### config.mk
export PLATFORM = sky130hd
export DESIGN_NAME = code_lock_ctrl_flat
export DESIGN_NICKNAME = d
export VERILOG_FILES = /design/src/rtl/code_lock_ctrl_if.sv /design/src/rtl/code_lock_ctrl.sv /design/src/flat_wrapper.sv
export SDC_FILE = /design/constraint.sdc
export NUM_CORES = 1
export LEC_CHECK = 0
export BUFFER_PORTS_ARGS = -buffer_cell sky130_fd_sc_hd__buf_2
export CELL_PAD_IN_SITES_DETAIL_PLACEMENT = 0
export CELL_PAD_IN_SITES_GLOBAL_PLACEMENT = 2
export CORE_ASPECT_RATIO = 2
export CORE_MARGIN = 10
export CORE_UTILIZATION = 40
export CTS_CLUSTER_DIAMETER = 80
export CTS_CLUSTER_SIZE = 28
export DETAILED_ROUTE_END_ITERATION = 6
export PLACE_DENSITY = 0.76
export SLEW_MARGIN = 30
export SYNTH_ARGS = -nofsm -noshare
export SYNTH_HDL_FRONTEND = slang
export SYNTH_SLANG_ARGS = --single-unit
### constraint.sdc
create_clock -name clk -period 2.7 [get_ports clk]
set_input_delay 0.54 -clock clk [delete_from_list [all_inputs] [get_ports clk]]
set_output_delay 0.54 -clock clk [all_outputs]
set_load 0.05 [all_outputs]
### src/rtl/code_lock_ctrl_if.sv
// Keypad-side handshake bundle for the combination-lock sequencer.
// The slave modport is the controller's view; the master modport drives the keypad strobes.
interface code_lock_ctrl_if #(
  parameter int unsigned DW = 4
);
  logic          key_valid;
  logic [DW-1:0] key_val;
  logic          key_clr;
  logic          lock_req;
  logic          set_req;
  logic          unlock;
  logic          alarm;
  logic [3:0]    fail_cnt;
  logic [2:0]    dig_cnt;
  logic [2:0]    state;

  modport slave (
    input  key_valid, key_val, key_clr, lock_req, set_req,
    output unlock, alarm, fail_cnt, dig_cnt, state
  );

  modport master (
    output key_valid, key_val, key_clr, lock_req, set_req,
    input  unlock, alarm, fail_cnt, dig_cnt, state
  );
endinterface

### src/rtl/code_lock_ctrl.sv
// Combination-lock sequencer: collects keypad digits, checks them against a
// programmable code, and runs the unlock, relock-timeout and lockout phases.
module code_lock_ctrl #(
  parameter int unsigned               DIGITS       = 4,
  parameter int unsigned               DW           = 4,
  parameter logic [DIGITS*DW-1:0]      DEFAULT_CODE = 16'h1234,
  parameter int unsigned               MAX_FAIL     = 3,
  parameter int unsigned               UNLOCK_CYC   = 500,
  parameter int unsigned               LOCKOUT_CYC  = 1000
) (
  input  logic                   clk,
  input  logic                   rst_n,
  code_lock_ctrl_if.slave        bus
);

  localparam int unsigned CW   = DIGITS * DW;
  localparam int unsigned TMAX = (UNLOCK_CYC > LOCKOUT_CYC) ? UNLOCK_CYC : LOCKOUT_CYC;
  localparam int unsigned TW   = (TMAX > 1) ? $clog2(TMAX) : 1;

  localparam logic [TW-1:0] UNLOCK_LOAD  = TW'(UNLOCK_CYC - 1);
  localparam logic [TW-1:0] LOCKOUT_LOAD = TW'(LOCKOUT_CYC - 1);
  localparam logic [2:0]    DIG_LAST     = 3'(DIGITS);
  localparam logic [3:0]    FAIL_LIM     = 4'(MAX_FAIL);

  localparam logic [2:0] S_LOCKED  = 3'd0;
  localparam logic [2:0] S_ENTRY   = 3'd1;
  localparam logic [2:0] S_CHECK   = 3'd2;
  localparam logic [2:0] S_OPEN    = 3'd3;
  localparam logic [2:0] S_PROGRAM = 3'd4;
  localparam logic [2:0] S_LOCKOUT = 3'd5;

  logic [2:0]    state_q,  state_d;
  logic [CW-1:0] buf_q,    buf_d;
  logic [CW-1:0] code_q,   code_d;
  logic [2:0]    dig_q,    dig_d;
  logic [3:0]    fail_q,   fail_d;
  logic [TW-1:0] timer_q,  timer_d;
  logic          unlock_q, unlock_d;
  logic          alarm_q,  alarm_d;

  logic [CW-1:0] shifted_c;
  logic [2:0]    dig_inc_c;
  logic          last_dig_c;
  logic [3:0]    fail_inc_c;
  logic          timer_zero_c;

  // Next-state, datapath and registered-output decode.
  always_comb begin
    state_d      = state_q;
    buf_d        = buf_q;
    code_d       = code_q;
    dig_d        = dig_q;
    fail_d       = fail_q;
    timer_d      = timer_q;
    shifted_c    = (buf_q << DW) | CW'(bus.key_val);
    dig_inc_c    = dig_q + 3'd1;
    last_dig_c   = (dig_inc_c == DIG_LAST);
    fail_inc_c   = fail_q + 4'd1;
    timer_zero_c = (timer_q == '0);

    case (state_q)
      S_LOCKED: begin
        if (bus.key_valid) begin
          buf_d   = shifted_c;
          dig_d   = dig_inc_c;
          state_d = last_dig_c ? S_CHECK : S_ENTRY;
        end
      end

      S_ENTRY: begin
        if (bus.key_clr) begin
          buf_d   = '0;
          dig_d   = '0;
          state_d = S_LOCKED;
        end else if (bus.key_valid) begin
          buf_d = shifted_c;
          dig_d = dig_inc_c;
          if (last_dig_c) state_d = S_CHECK;
        end
      end

      S_CHECK: begin
        buf_d = '0;
        dig_d = '0;
        if (buf_q == code_q) begin
          fail_d  = '0;
          timer_d = UNLOCK_LOAD;
          state_d = S_OPEN;
        end else begin
          fail_d = fail_inc_c;
          if (fail_inc_c >= FAIL_LIM) begin
            timer_d = LOCKOUT_LOAD;
            state_d = S_LOCKOUT;
          end else begin
            state_d = S_LOCKED;
          end
        end
      end

      // Timer is left untouched on the set_req cycle so it enters PROGRAM frozen.
      S_OPEN: begin
        if (bus.lock_req || timer_zero_c) begin
          state_d = S_LOCKED;
        end else if (bus.set_req) begin
          state_d = S_PROGRAM;
        end else begin
          timer_d = timer_q - TW'(1);
        end
      end

      S_PROGRAM: begin
        if (bus.lock_req) begin
          buf_d   = '0;
          dig_d   = '0;
          state_d = S_LOCKED;
        end else if (bus.key_clr) begin
          buf_d   = '0;
          dig_d   = '0;
          timer_d = UNLOCK_LOAD;
          state_d = S_OPEN;
        end else if (bus.key_valid) begin
          if (last_dig_c) begin
            code_d  = shifted_c;
            buf_d   = '0;
            dig_d   = '0;
            timer_d = UNLOCK_LOAD;
            state_d = S_OPEN;
          end else begin
            buf_d = shifted_c;
            dig_d = dig_inc_c;
          end
        end
      end

      S_LOCKOUT: begin
        if (timer_zero_c) begin
          fail_d  = '0;
          state_d = S_LOCKED;
        end else begin
          timer_d = timer_q - TW'(1);
        end
      end

      default: begin
        buf_d   = '0;
        dig_d   = '0;
        state_d = S_LOCKED;
      end
    endcase

    unlock_d = (state_d == S_OPEN) || (state_d == S_PROGRAM);
    alarm_d  = (state_d == S_LOCKOUT);
  end

  always_ff @(posedge clk or negedge rst_n) begin
    if (!rst_n) begin
      state_q  <= S_LOCKED;
      buf_q    <= '0;
      code_q   <= DEFAULT_CODE;
      dig_q    <= '0;
      fail_q   <= '0;
      timer_q  <= '0;
      unlock_q <= 1'b0;
      alarm_q  <= 1'b0;
    end else begin
      state_q  <= state_d;
      buf_q    <= buf_d;
      code_q   <= code_d;
      dig_q    <= dig_d;
      fail_q   <= fail_d;
      timer_q  <= timer_d;
      unlock_q <= unlock_d;
      alarm_q  <= alarm_d;
    end
  end

  assign bus.unlock   = unlock_q;
  assign bus.alarm    = alarm_q;
  assign bus.fail_cnt = fail_q;
  assign bus.dig_cnt  = dig_q;
  assign bus.state    = state_q;

endmodule
### src/flat_wrapper.sv
// flat-port wrapper written by rule: the top's interface ports become plain ports
module code_lock_ctrl_flat 
#(
  parameter int unsigned               DIGITS       = 4,
  parameter int unsigned               DW           = 4,
  parameter logic [DIGITS*DW-1:0]      DEFAULT_CODE = 16'h1234,
  parameter int unsigned               MAX_FAIL     = 3,
  parameter int unsigned               UNLOCK_CYC   = 500,
  parameter int unsigned               LOCKOUT_CYC  = 1000
)
  (clk, rst_n, bus_key_valid, bus_key_val, bus_key_clr, bus_lock_req, bus_set_req, bus_unlock, bus_alarm, bus_fail_cnt, bus_dig_cnt, bus_state);
  code_lock_ctrl_if #(.DW(DW)) bus_i ();
  input  logic clk;
  input  logic rst_n;
  input wire logic [$bits(bus_i.key_valid)-1:0] bus_key_valid;
  input wire logic [$bits(bus_i.key_val)-1:0] bus_key_val;
  input wire logic [$bits(bus_i.key_clr)-1:0] bus_key_clr;
  input wire logic [$bits(bus_i.lock_req)-1:0] bus_lock_req;
  input wire logic [$bits(bus_i.set_req)-1:0] bus_set_req;
  output wire logic [$bits(bus_i.unlock)-1:0] bus_unlock;
  output wire logic [$bits(bus_i.alarm)-1:0] bus_alarm;
  output wire logic [$bits(bus_i.fail_cnt)-1:0] bus_fail_cnt;
  output wire logic [$bits(bus_i.dig_cnt)-1:0] bus_dig_cnt;
  output wire logic [$bits(bus_i.state)-1:0] bus_state;
  assign bus_i.key_valid = bus_key_valid;
  assign bus_i.key_val = bus_key_val;
  assign bus_i.key_clr = bus_key_clr;
  assign bus_i.lock_req = bus_lock_req;
  assign bus_i.set_req = bus_set_req;
  assign bus_unlock = bus_i.unlock;
  assign bus_alarm = bus_i.alarm;
  assign bus_fail_cnt = bus_i.fail_cnt;
  assign bus_dig_cnt = bus_i.dig_cnt;
  assign bus_state = bus_i.state;
  code_lock_ctrl #(.DIGITS(DIGITS), .DW(DW), .DEFAULT_CODE(DEFAULT_CODE), .MAX_FAIL(MAX_FAIL), .UNLOCK_CYC(UNLOCK_CYC), .LOCKOUT_CYC(LOCKOUT_CYC)) u_core (.clk(clk), .rst_n(rst_n), .bus(bus_i));
endmodule
Yosys cells after proc, flatten, opt, wreduce, memory -nomap -nowiden
Cells that the tools add are included.
{"block": "op_classes", "bitwise": 4, "reduce_logical": 11, "addsub": 3, "n_lt_le_gt_ge": 1, "n_mux": 42, "n_eq_ne": 19}
{"op": "16-bit two-way mux", "count": 6}
{"op": "10-bit two-way mux", "count": 9}
{"op": "16-bit case mux with 4 select lines", "count": 1}
{"op": "3-bit two-way mux", "count": 19}
{"op": "10-bit case mux with 4 select lines", "count": 1}
{"op": "3-bit case mux with 6 select lines", "count": 1}
{"op": "16-bit equality test", "count": 1}
{"op": "16-bit by 4-bit bitwise OR with 16-bit output", "count": 1}
{"op": "3-bit equality test (second input constant)", "count": 5}
{"op": "3-bit case mux with 4 select lines", "count": 1}
{"op": "10-bit logical NOT", "count": 1}
{"op": "10-bit by 1-bit subtractor with 10-bit output (second input constant)", "count": 1}
{"op": "3-bit by 2-bit equality test with 1-bit output (second input constant)", "count": 3}
{"op": "4-bit two-way mux", "count": 2}
{"op": "2-bit != test (second input constant)", "count": 4}
{"op": "4-bit case mux with 2 select lines", "count": 1}
{"op": "8-bit AND reduction", "count": 1}
{"op": "5-bit AND reduction", "count": 1}
{"op": "4-bit by 1-bit adder with 4-bit output (second input constant)", "count": 1}
{"op": "4-bit by 2-bit greater-or-equal comparator with 1-bit output (second input constant)", "count": 1}
{"op": "4-bit != test (second input constant)", "count": 1}
{"op": "2-bit AND reduction", "count": 2}
{"op": "4-bit nonzero test", "count": 1}
{"op": "3-bit by 1-bit adder with 3-bit output (second input constant)", "count": 1}
{"op": "other kinds (11)", "count": 14}
{"block": "word_totals", "ff_bits": 54, "output_inout_bits": 12, "word_cells": 88, "inputBits": 10}

Longest topological paths before layout
Gate-level depths: netlist of the first run.
{"block": "depth", "word_depth": 9, "mapped_depth": 9, "ltp_nobuf": 8}

Worst setup path before layout of the first run
Ideal clock, no wire load.
{"block": "synth_timing", "kind": "flip-flop to flip-flop", "startpoint": "reg u_core.dig_q[0], in the netlist u_core.bus.dig_cnt[0]", "endpoint": "reg u_core.dig_q[1], in the netlist u_core.bus.dig_cnt[1]", "setup_time_ps": 67, "t_required_ps": 2633, "setup_slack_ps": 497, "path_stages_with_launch": 9, "synth_period_minus_slack_ps": 2203, "path_buffers": 2, "t_arrival_ps": 2136, "cell_sequence": "dfrtp_1 ha_1 ha_1 or3_1 a21oi_1 o21a_1 buf_2 buf_2 a22o_1"}
{"block": "synth_via", "elab_chain_cells": 7, "word_cells_on_any_way": 9, "classes_between": "add/sub (1); eq/ne (1); mux (7)"}
{"element": "start, declared", "line": "code_lock_ctrl.sv:35", "source": "logic [2:0] dig_q, dig_d;"}
{"element": "start signal, assigned", "line": "code_lock_ctrl.sv:169", "source": "dig_q <= dig_d;"}
{"element": "3-bit by 1-bit adder with 3-bit output *", "line": "code_lock_ctrl.sv:56", "source": "dig_inc_c = dig_q + 3'd1;"}
{"element": "3-bit equality test", "line": "code_lock_ctrl.sv:57", "source": "last_dig_c = (dig_inc_c == DIG_LAST);"}
{"element": "3-bit two-way mux", "line": "code_lock_ctrl.sv:122", "source": "if (last_dig_c) begin"}
{"element": "3-bit two-way mux", "line": "code_lock_ctrl.sv:121", "source": "end else if (bus.key_valid) begin"}
{"element": "3-bit two-way mux", "line": "code_lock_ctrl.sv:116", "source": "end else if (bus.key_clr) begin"}
{"element": "3-bit two-way mux", "line": "code_lock_ctrl.sv:112", "source": "if (bus.lock_req) begin"}
{"element": "3-bit case mux with 4 select lines *", "line": "code_lock_ctrl.sv:61", "source": "case (state_q)"}
Every way passes the cells marked *; elsewhere a longest branch is shown, timed or not. The select of a mux whose other input is x is not followed.
A chain may end at the register's enable or synchronous reset.

Worst setup path after layout of the first run
{"block": "layout_timing", "startpoint": "reg u_core.fail_q[0], in the netlist u_core.bus.fail_cnt[0]", "endpoint": "reg u_core.timer_q[3]"}
{"block": "layout_via", "elab_chain_cells": 4}
{"element": "start, declared", "line": "code_lock_ctrl.sv:36", "source": "logic [3:0] fail_q, fail_d;"}
{"element": "start signal, assigned", "line": "code_lock_ctrl.sv:170", "source": "fail_q <= fail_d;"}
{"element": "4-bit by 1-bit adder with 4-bit output", "line": "code_lock_ctrl.sv:58", "source": "fail_inc_c = fail_q + 4'd1;"}
{"element": "4-bit by 2-bit greater-or-equal comparator with 1-bit output", "line": "code_lock_ctrl.sv:91", "source": "if (fail_inc_c >= FAIL_LIM) begin"}
{"element": "3-bit by 1-bit != test with 1-bit output (no line)"}
{"element": "8-bit AND reduction (no line)"}
{"element": "end signal, assigned", "line": "code_lock_ctrl.sv:171", "source": "timer_q <= timer_d;"}
{"element": "end, declared", "line": "code_lock_ctrl.sv:37", "source": "logic [TW-1:0] timer_q, timer_d;"}
Every way passes these cells.

==> results of run 1 <==
[worst paths after layout]
kind,startpoint,endpoint,slack [ns],depth (start not counted)
max reg2reg,u_core.bus.fail_cnt[0],u_core.timer_q[3],0.40,6
max in group asynchronous,rst_n,u_core.code_q[9],1.94,2
min in group clk,bus_key_val[2],u_core.buf_q[2],0.47,2
min reg2reg,u_core.code_q[10],u_core.code_q[10],0.51,1
min,rst_n,u_core.buf_q[2],0.11,1
max,u_core.bus.fail_cnt[0],u_core.timer_q[3],0.40,6
[cells in the final DEF (no fill, tap or decap), types with 3 or more instances in the layout]
master | Yosys | final
inv_1 | 11 | 11
ha_1 | 8 | 8
nand3_1 | 4 | 4
dfstp_2 | 5 | 5
nand2_1 | 17 | 17
nor3_1 | 6 | 6
or3_1 | 3 | 3
clkbuf_16 | 0 | 5
nor2_1 | 12 | 12
buf_2 | 7 | 21
nand2b_1 | 6 | 6
a31oi_1 | 4 | 4
buf_4 | 1 | 6
and2_1 | 3 | 3
a21o_1 | 3 | 3
xor2_1 | 18 | 18
nand3b_1 | 3 | 3
dfrtp_1 | 49 | 49
a22o_1 | 19 | 19
mux2_1 | 6 | 6
o21a_1 | 3 | 3
o21ai_0 | 6 | 6
mux2_2 | 10 | 10
a21oi_1 | 15 | 15
nor4_2 | 5 | 5
a21oi_2 | 3 | 3
o21bai_1 | 3 | 3
[layer usage]
layer | vias to the layer above | wire [um] | share of wire | global-route usage
met4 | 0 | 163 | 0.024 | 0.05597
met1 | 1033 | 2560 | 0.38 | 0.1251
li1 | 1019 | - | - | -
met5 | - | 0 | 0 | 0
met2 | 42 | 3834 | 0.57 | 0.2428
met3 | 8 | 227 | 0.033 | 0.02611
[state kept, by name (all words and copies together), names as in the netlist]
name	cells
u_core.bus.fail_cnt	4
u_core.bus.unlock	1
u_core.code_q	16
u_core.bus.state	3
u_core.bus.dig_cnt	3
u_core.buf_q	16
u_core.timer_q	10
u_core.bus.alarm	1
[through the flow]
stage / cells / area [um^2] / power [W]
global route: 384 / 3281 / 0.003696
detailed placement: 376 / 3129 / 0.002823
global placement: 376 / 3129 / 0.002819
floorplan: 268 / 2925 / 0.002428
CTS: 384 / 3281 / 0.003504
finish: 384 / 3281 / 0.003455
[synth_stat cells, drive strengths merged, types with 2 or more instances]
| cell | count | area share |
|---|---|---|
| dfrtp | 49 | 0.42 |
| a22o | 19 | 0.057 |
| a21oi | 18 | 0.035 |
| xor2 | 18 | 0.054 |
| nand2 | 17 | 0.022 |
| mux2 | 16 | 0.062 |
| nor2 | 13 | 0.018 |
| inv | 11 | 0.014 |
| buf | 9 | 0.018 |
| ha | 8 | 0.034 |
| o21ai | 7 | 0.013 |
| a31oi | 6 | 0.020 |
| nand2b | 6 | 0.013 |
| nor3 | 6 | 0.010 |
| nor4 | 6 | 0.024 |
| dfstp | 5 | 0.045 |
| and2 | 4 | 0.0094 |
| nand3 | 4 | 0.0068 |
| a21o | 3 | 0.0077 |
| nand3b | 3 | 0.0077 |
| nand4 | 3 | 0.0086 |
| o21a | 3 | 0.0077 |
| o21bai | 3 | 0.0077 |
| o22ai | 3 | 0.0086 |
| or3 | 3 | 0.0064 |
| and3 | 2 | 0.0043 |
| clkbuf | 2 | 0.0026 |
| nor2b | 2 | 0.0043 |
| o2111ai | 2 | 0.0081 |
[critical path: stages, from the launching register on]
cell and delay (ns):
dfrtp_1 0.46, ha_1 0.27, or3_1 0.31, a21oi_1 0.41
a31oi_4 0.28, and2_4 0.25, a22o_1 0.20
[cell families (layout without fill, tap and decap cells)]
logic type,count (synthesis),after routing,synth area share
simple gates,75,75,0.1536
compound gates,74,74,0.1942
flops,54,54,0.4641
buf+inv,22,46,0.03507
xor+xnor,18,18,0.05389
mux,17,17,0.06501
fa+ha+maj,8,8,0.03422
[power by group]
| part | leakage (nW) | total (W) | internal [W] | switching, W |
|---|---|---|---|---|
| combinational | 0.824 | 0.00146 | 0.000537 | 0.000928 |
| clock | 0.0745 | 0.000670 | 0.000374 | 0.000296 |
| sequential | 0.679 | 0.00132 | 0.00102 | 0.000299 |
| total | 1.58 | 0.00346 | 0.00193 | 0.00152 |
[final cells by class]
| class | instances | share of cell area |
|---|---|---|
| sequential | 54 | 0.4138 |
| tap | 92 | 0.03509 |
| inverter | 11 | 0.01259 |
| clock inverter | 1 | 0.002670 |
| clock buffer | 7 | 0.04348 |
| timing repair buffer | 27 | 0.04577 |
| multi-input combinational | 192 | 0.4466 |
==> results.py, run 1 <==
metrics = {
    "yosys": {
        "syn_nets": 286,
        "ys_seq_area_frac": 0.4641,
        "async_flop_share": 1.000,
        "synthDistinctLibCells": 59,
        "postSynthAreaPerCell_um2": 10.92,
        "ys_warn_count": 0,
        "synth_area_um2": 2925,
        "ys_ff_latch": 54,
        "synth_edf_count": 0,
        "ys.flop_type": "dfrtp_1",
        "syn_inst": 268,
    },
    "global_route": {
        "grt_pass1_vias": 2223,
        "antenna_found_initial": 0,
        "globalRouteOverflowTotal": 0,
        "grt_pass1_wl_um": 11310,
        "grt_usage": 0.1283,
        "grt_max_degree": 26,
    },
    "sta": {
        "period_minus_slack_ns": 2.304,
        "worst_pin_slew_ns": 0.8866,
        "fin_hold_ws_ns": 0.1078,
        "maxSlewHeadroom": 0.4089,
        "final.setup.worst_slack_ns": 0.3962,
        "fin_crit_sh": 0.8533,
        "setup_viol": 0,
        "hold_viol": 0,
        "grt_setup_unrepaired": "false",
        "maxSlewViolCount": 0,
        "fmax_mhz": 434.1,
        "setup_tns_ns": 0,
        "final.setup_skew_ns": 0.009224,
    },
    "cts": {
        "cts_buffers": 5,
        "postCtsSetupRepairBufs": 0,
        "postCtsHoldBufs": 0,
        "cts.sinks": 54,
        "clockBufferDepth": 2,
        "h-tree-depth": 2,
        "cts_root_buffer": "clkbuf_16",
        "cts_tree": "yes",
        "clk_pin_slew_ns": 0.07,
        "clk_latency_ns": 0.30,
        "post_cts_resized": 0,
    },
    "power": {
        "ir_drop_v": 0.0004972,
        "leakage_nw": 1.578,
        "p_per_area_nw_per_um2": 1053,
    },
    "detailed_routing": {
        "wl_per_cell_um": 17.67,
        "antenna_left": 0,
        "wirelength_um": 6785,
        "drc": 0,
        "drt-initial-drc-count": 111,
        "viasPerCell": 5.474,
        "vias": 2102,
        "drt_pass1_iterations": 5,
    },
    "final_layout": {
        "insertedDiodeCount": 0,
        "multiInputGateArea_um2": 1465,
        "register_area_um2": 1358,
        "fin_util": 0.4549,
        "syn_to_final_growth_pct": 12.15,
        "nFillCells": 712,
        "nets": 309,
        "drive_gt1_frac": 0.2260,
    },
    "die": {
        "rows": 44,
        "core-area_um2": 7212,
        "ios": 22,
        "die_w_um": 80.47,
        "die_h_um": 140.9,
        "dieArea_um2": 11340,
        "start_util": 0.4056,
    },
    "run": {
        "cap_violations": 0,
    },
    "critical_path": {
        "required_ns": 2.89,
        "crit_fanout": 16,
        "worstPathArrival_ns": 2.50,
        "path_class": "reg -> reg",
        "start_kind": "flip-flop",
        "endpoint_kind": "flip-flop",
    },
    "placed_design": {
        "dp_hpwl_um": 5095,
        "place_ws_ns": 0.4324,
        "portBuffers": 21,
        "globalplace.congestion": 0.7879,
    },
    "status": {
        "outcome": "completed",
    },
    "worst_hold_path": {
        "hold_path.class": "in -> async",
    },
}
(Power assumes the default switching activity.)
==> inputs of run 2 (changes only) <==
--- a/config.mk
+++ b/config.mk
@@ -5,7 +5,7 @@
 export SDC_FILE = /design/constraint.sdc
 export NUM_CORES = 1
 export LEC_CHECK = 0
-export BUFFER_PORTS_ARGS = -buffer_cell sky130_fd_sc_hd__buf_2
+export BUFFER_PORTS_ARGS = -buffer_cell sky130_fd_sc_hd__clkbuf_2
 export CELL_PAD_IN_SITES_DETAIL_PLACEMENT = 0
 export CELL_PAD_IN_SITES_GLOBAL_PLACEMENT = 2
 export CORE_ASPECT_RATIO = 2
==> results.py, run 2 (synthesis results as in run 1) <==
metrics = {
    "cts": {
        "post_cts_resized": 0,
        "cts_tree": "yes",
        "cts.sinks": 54,
        "cts_buffers": 5,
        "cts_root_buffer": "clkbuf_16",
        "clockBufferDepth": 2,
        "clk_latency_ns": 0.30,
        "clk_pin_slew_ns": 0.07,
        "h-tree-depth": 2,
        "postCtsSetupRepairBufs": 0,
        "postCtsHoldBufs": 0,
    },
    "critical_path": {
        "start_kind": "flip-flop",
        "regToRegSetupSlack_ns": 0.32,
        "path_cells": "ha_1, or3_1, a21oi_1, a31oi_4, and2_4, a22o_1",
        "reg2reg_depth": 6,
        "slowest_delay_ns": 0.47,
        "required_ns": 2.89,
        "path_class": "reg -> reg",
        "worstPathArrival_ns": 2.57,
        "slowest_stage": "dfrtp_1",
        "endpoint_kind": "flip-flop",
        "reg2reg_to": "u_core.timer_q[3]",
        "crit_fanout": 16,
        "timing.rr.start": "u_core.bus.fail_cnt[0]",
    },
    "global_route": {
        "grt_max_degree": 29,
        "globalRouteOverflowTotal": 0,
        "antenna_found_initial": 0,
        "grt_pass1_wl_um": 11430,
        "grt_pass1_vias": 2240,
        "grt_usage": 0.1275,
    },
    "detailed_routing": {
        "vias": 2108,
        "drt-initial-drc-count": 124,
        "wirelength_um": 6839,
        "drt_pass1_iterations": 4,
        "antenna_left": 0,
        "wl_per_cell_um": 17.76,
        "viasPerCell": 5.475,
        "drc": 0,
    },
    "power": {
        "ir_drop_v": 0.0005022,
        "leakage_nw": 1.602,
        "p_per_area_nw_per_um2": 1085,
    },
    "final_layout": {
        "final_cell_mix": "dfrtp_1, clkbuf_2, a22o_1",
        "fin_util": 0.4636,
        "reg.largest.list": "u_core.buf_q: 16 flops, u_core.code_q: 16 flops, u_core.timer_q: 10 flops",
        "drive_gt1_frac": 0.2321,
        "syn_to_final_growth_pct": 14.29,
        "layout_commonest_cell": "dfrtp_1",
        "nFillCells": 697,
        "nets": 310,
        "insertedDiodeCount": 0,
    },
    "sta": {
        "final.setup_skew_ns": 0.007781,
        "maxSlewHeadroom": 0.4910,
        "fmax_mhz": 419.8,
        "maxSlewViolCount": 0,
        "setup_viol": 0,
        "grt_setup_unrepaired": "false",
        "setup_tns_ns": 0,
        "hold_viol": 0,
        "fin_crit_sh": 0.8823,
        "period_minus_slack_ns": 2.382,
        "worst_pin_slew_ns": 0.7635,
    },
    "die": {
        "rows": 44,
        "dieArea_um2": 11340,
        "core-area_um2": 7212,
        "ios": 22,
        "die_w_um": 80.47,
        "start_util": 0.4056,
        "die_h_um": 140.9,
    },
    "run": {
        "cap_violations": 0,
    },
    "placed_design": {
        "globalplace.congestion": 0.7862,
        "portBuffers": 21,
        "dp_hpwl_um": 4996,
    },
    "status": {
        "outcome": "completed",
    },
    "worst_hold_path": {
        "hold_path.class": "in -> async",
    },
}
[run 2: cell count changes in the layout (fill, tap and decap cells not counted), sizes merged]
cell    change
bufinv      +2
clkbuf     +19
inv         -1
clkinv      +1
buf        -20
[run 2: critical path: cells and delay by family (launching register included)]
kind,cells,cell delay (ns)
AO/OA/AOI/OAI,3,0.94
adder cells (fa/ha/maj),1,0.28
flip-flops,1,0.47
AND/OR/NAND/NOR,2,0.56
[run 2: worst max-delay path by stage]
| stage | from | end | depth (start not counted) |
|---|---|---|---|
| after floorplan | u_core.bus.dig_cnt[0] | u_core.bus.dig_cnt[1] | 8 |
| after global placement | u_core.bus.fail_cnt[0] | u_core.timer_q[3] | 6 |
| after detailed placement | u_core.bus.fail_cnt[0] | u_core.timer_q[3] | 6 |
| after CTS | u_core.bus.fail_cnt[0] | u_core.timer_q[3] | 6 |
| after global routing | u_core.bus.fail_cnt[0] | u_core.timer_q[3] | 6 |
| final | u_core.bus.fail_cnt[0] | u_core.timer_q[3] | 6 |
[run 2: power breakdown]
group	internal, W	switching (W)	leakage (nW)
combinational	0.000546	0.000927	0.830
sequential	0.00102	0.000301	0.679
clock	0.000533	0.000300	0.0940
total	0.00210	0.00153	1.60
[run 2: routing by layer]
metal,GRT usage,up-vias,wire (um)
met5,0,-,0
met4,0.04384,0,129
met3,0.02357,7,167
met2,0.2411,27,3927
met1,0.1309,1040,2615
li1,-,1034,-
[run 2: layout make-up]
type,count,area (um^2),share of cell area
flip-flops and latches,54,1358,0.4061
repair buffers,28,170.2,0.05090
inverters,11,41.29,0.01235
well taps,92,115.1,0.03443
clock buffers,5,125.1,0.03743
multi-input cells,192,1465,0.4382
clock inverters,3,68.82,0.02058
[run 2: metrics by stage]
| step | instances | power [W] | hold slack [ns] | cell area (um^2) | setup WS (ns) |
|---|---|---|---|---|---|
| 4_1_cts | 385 | 0.003680 | 0.3278 | 3343 | 0.3163 |
| 3_3_place_gp | 377 | 0.002824 | 0.4895 | 3149 | 0.3265 |
| 2_1_floorplan | 268 | 0.002428 | 0.2444 | 2925 | 0.4973 |
| 6_report | 385 | 0.003628 | 0.3034 | 3343 | 0.3178 |
| 3_5_place_dp | 377 | 0.002829 | 0.4997 | 3149 | 0.3515 |
| 5_1_grt | 385 | 0.003876 | 0.3548 | 3343 | 0.2110 |
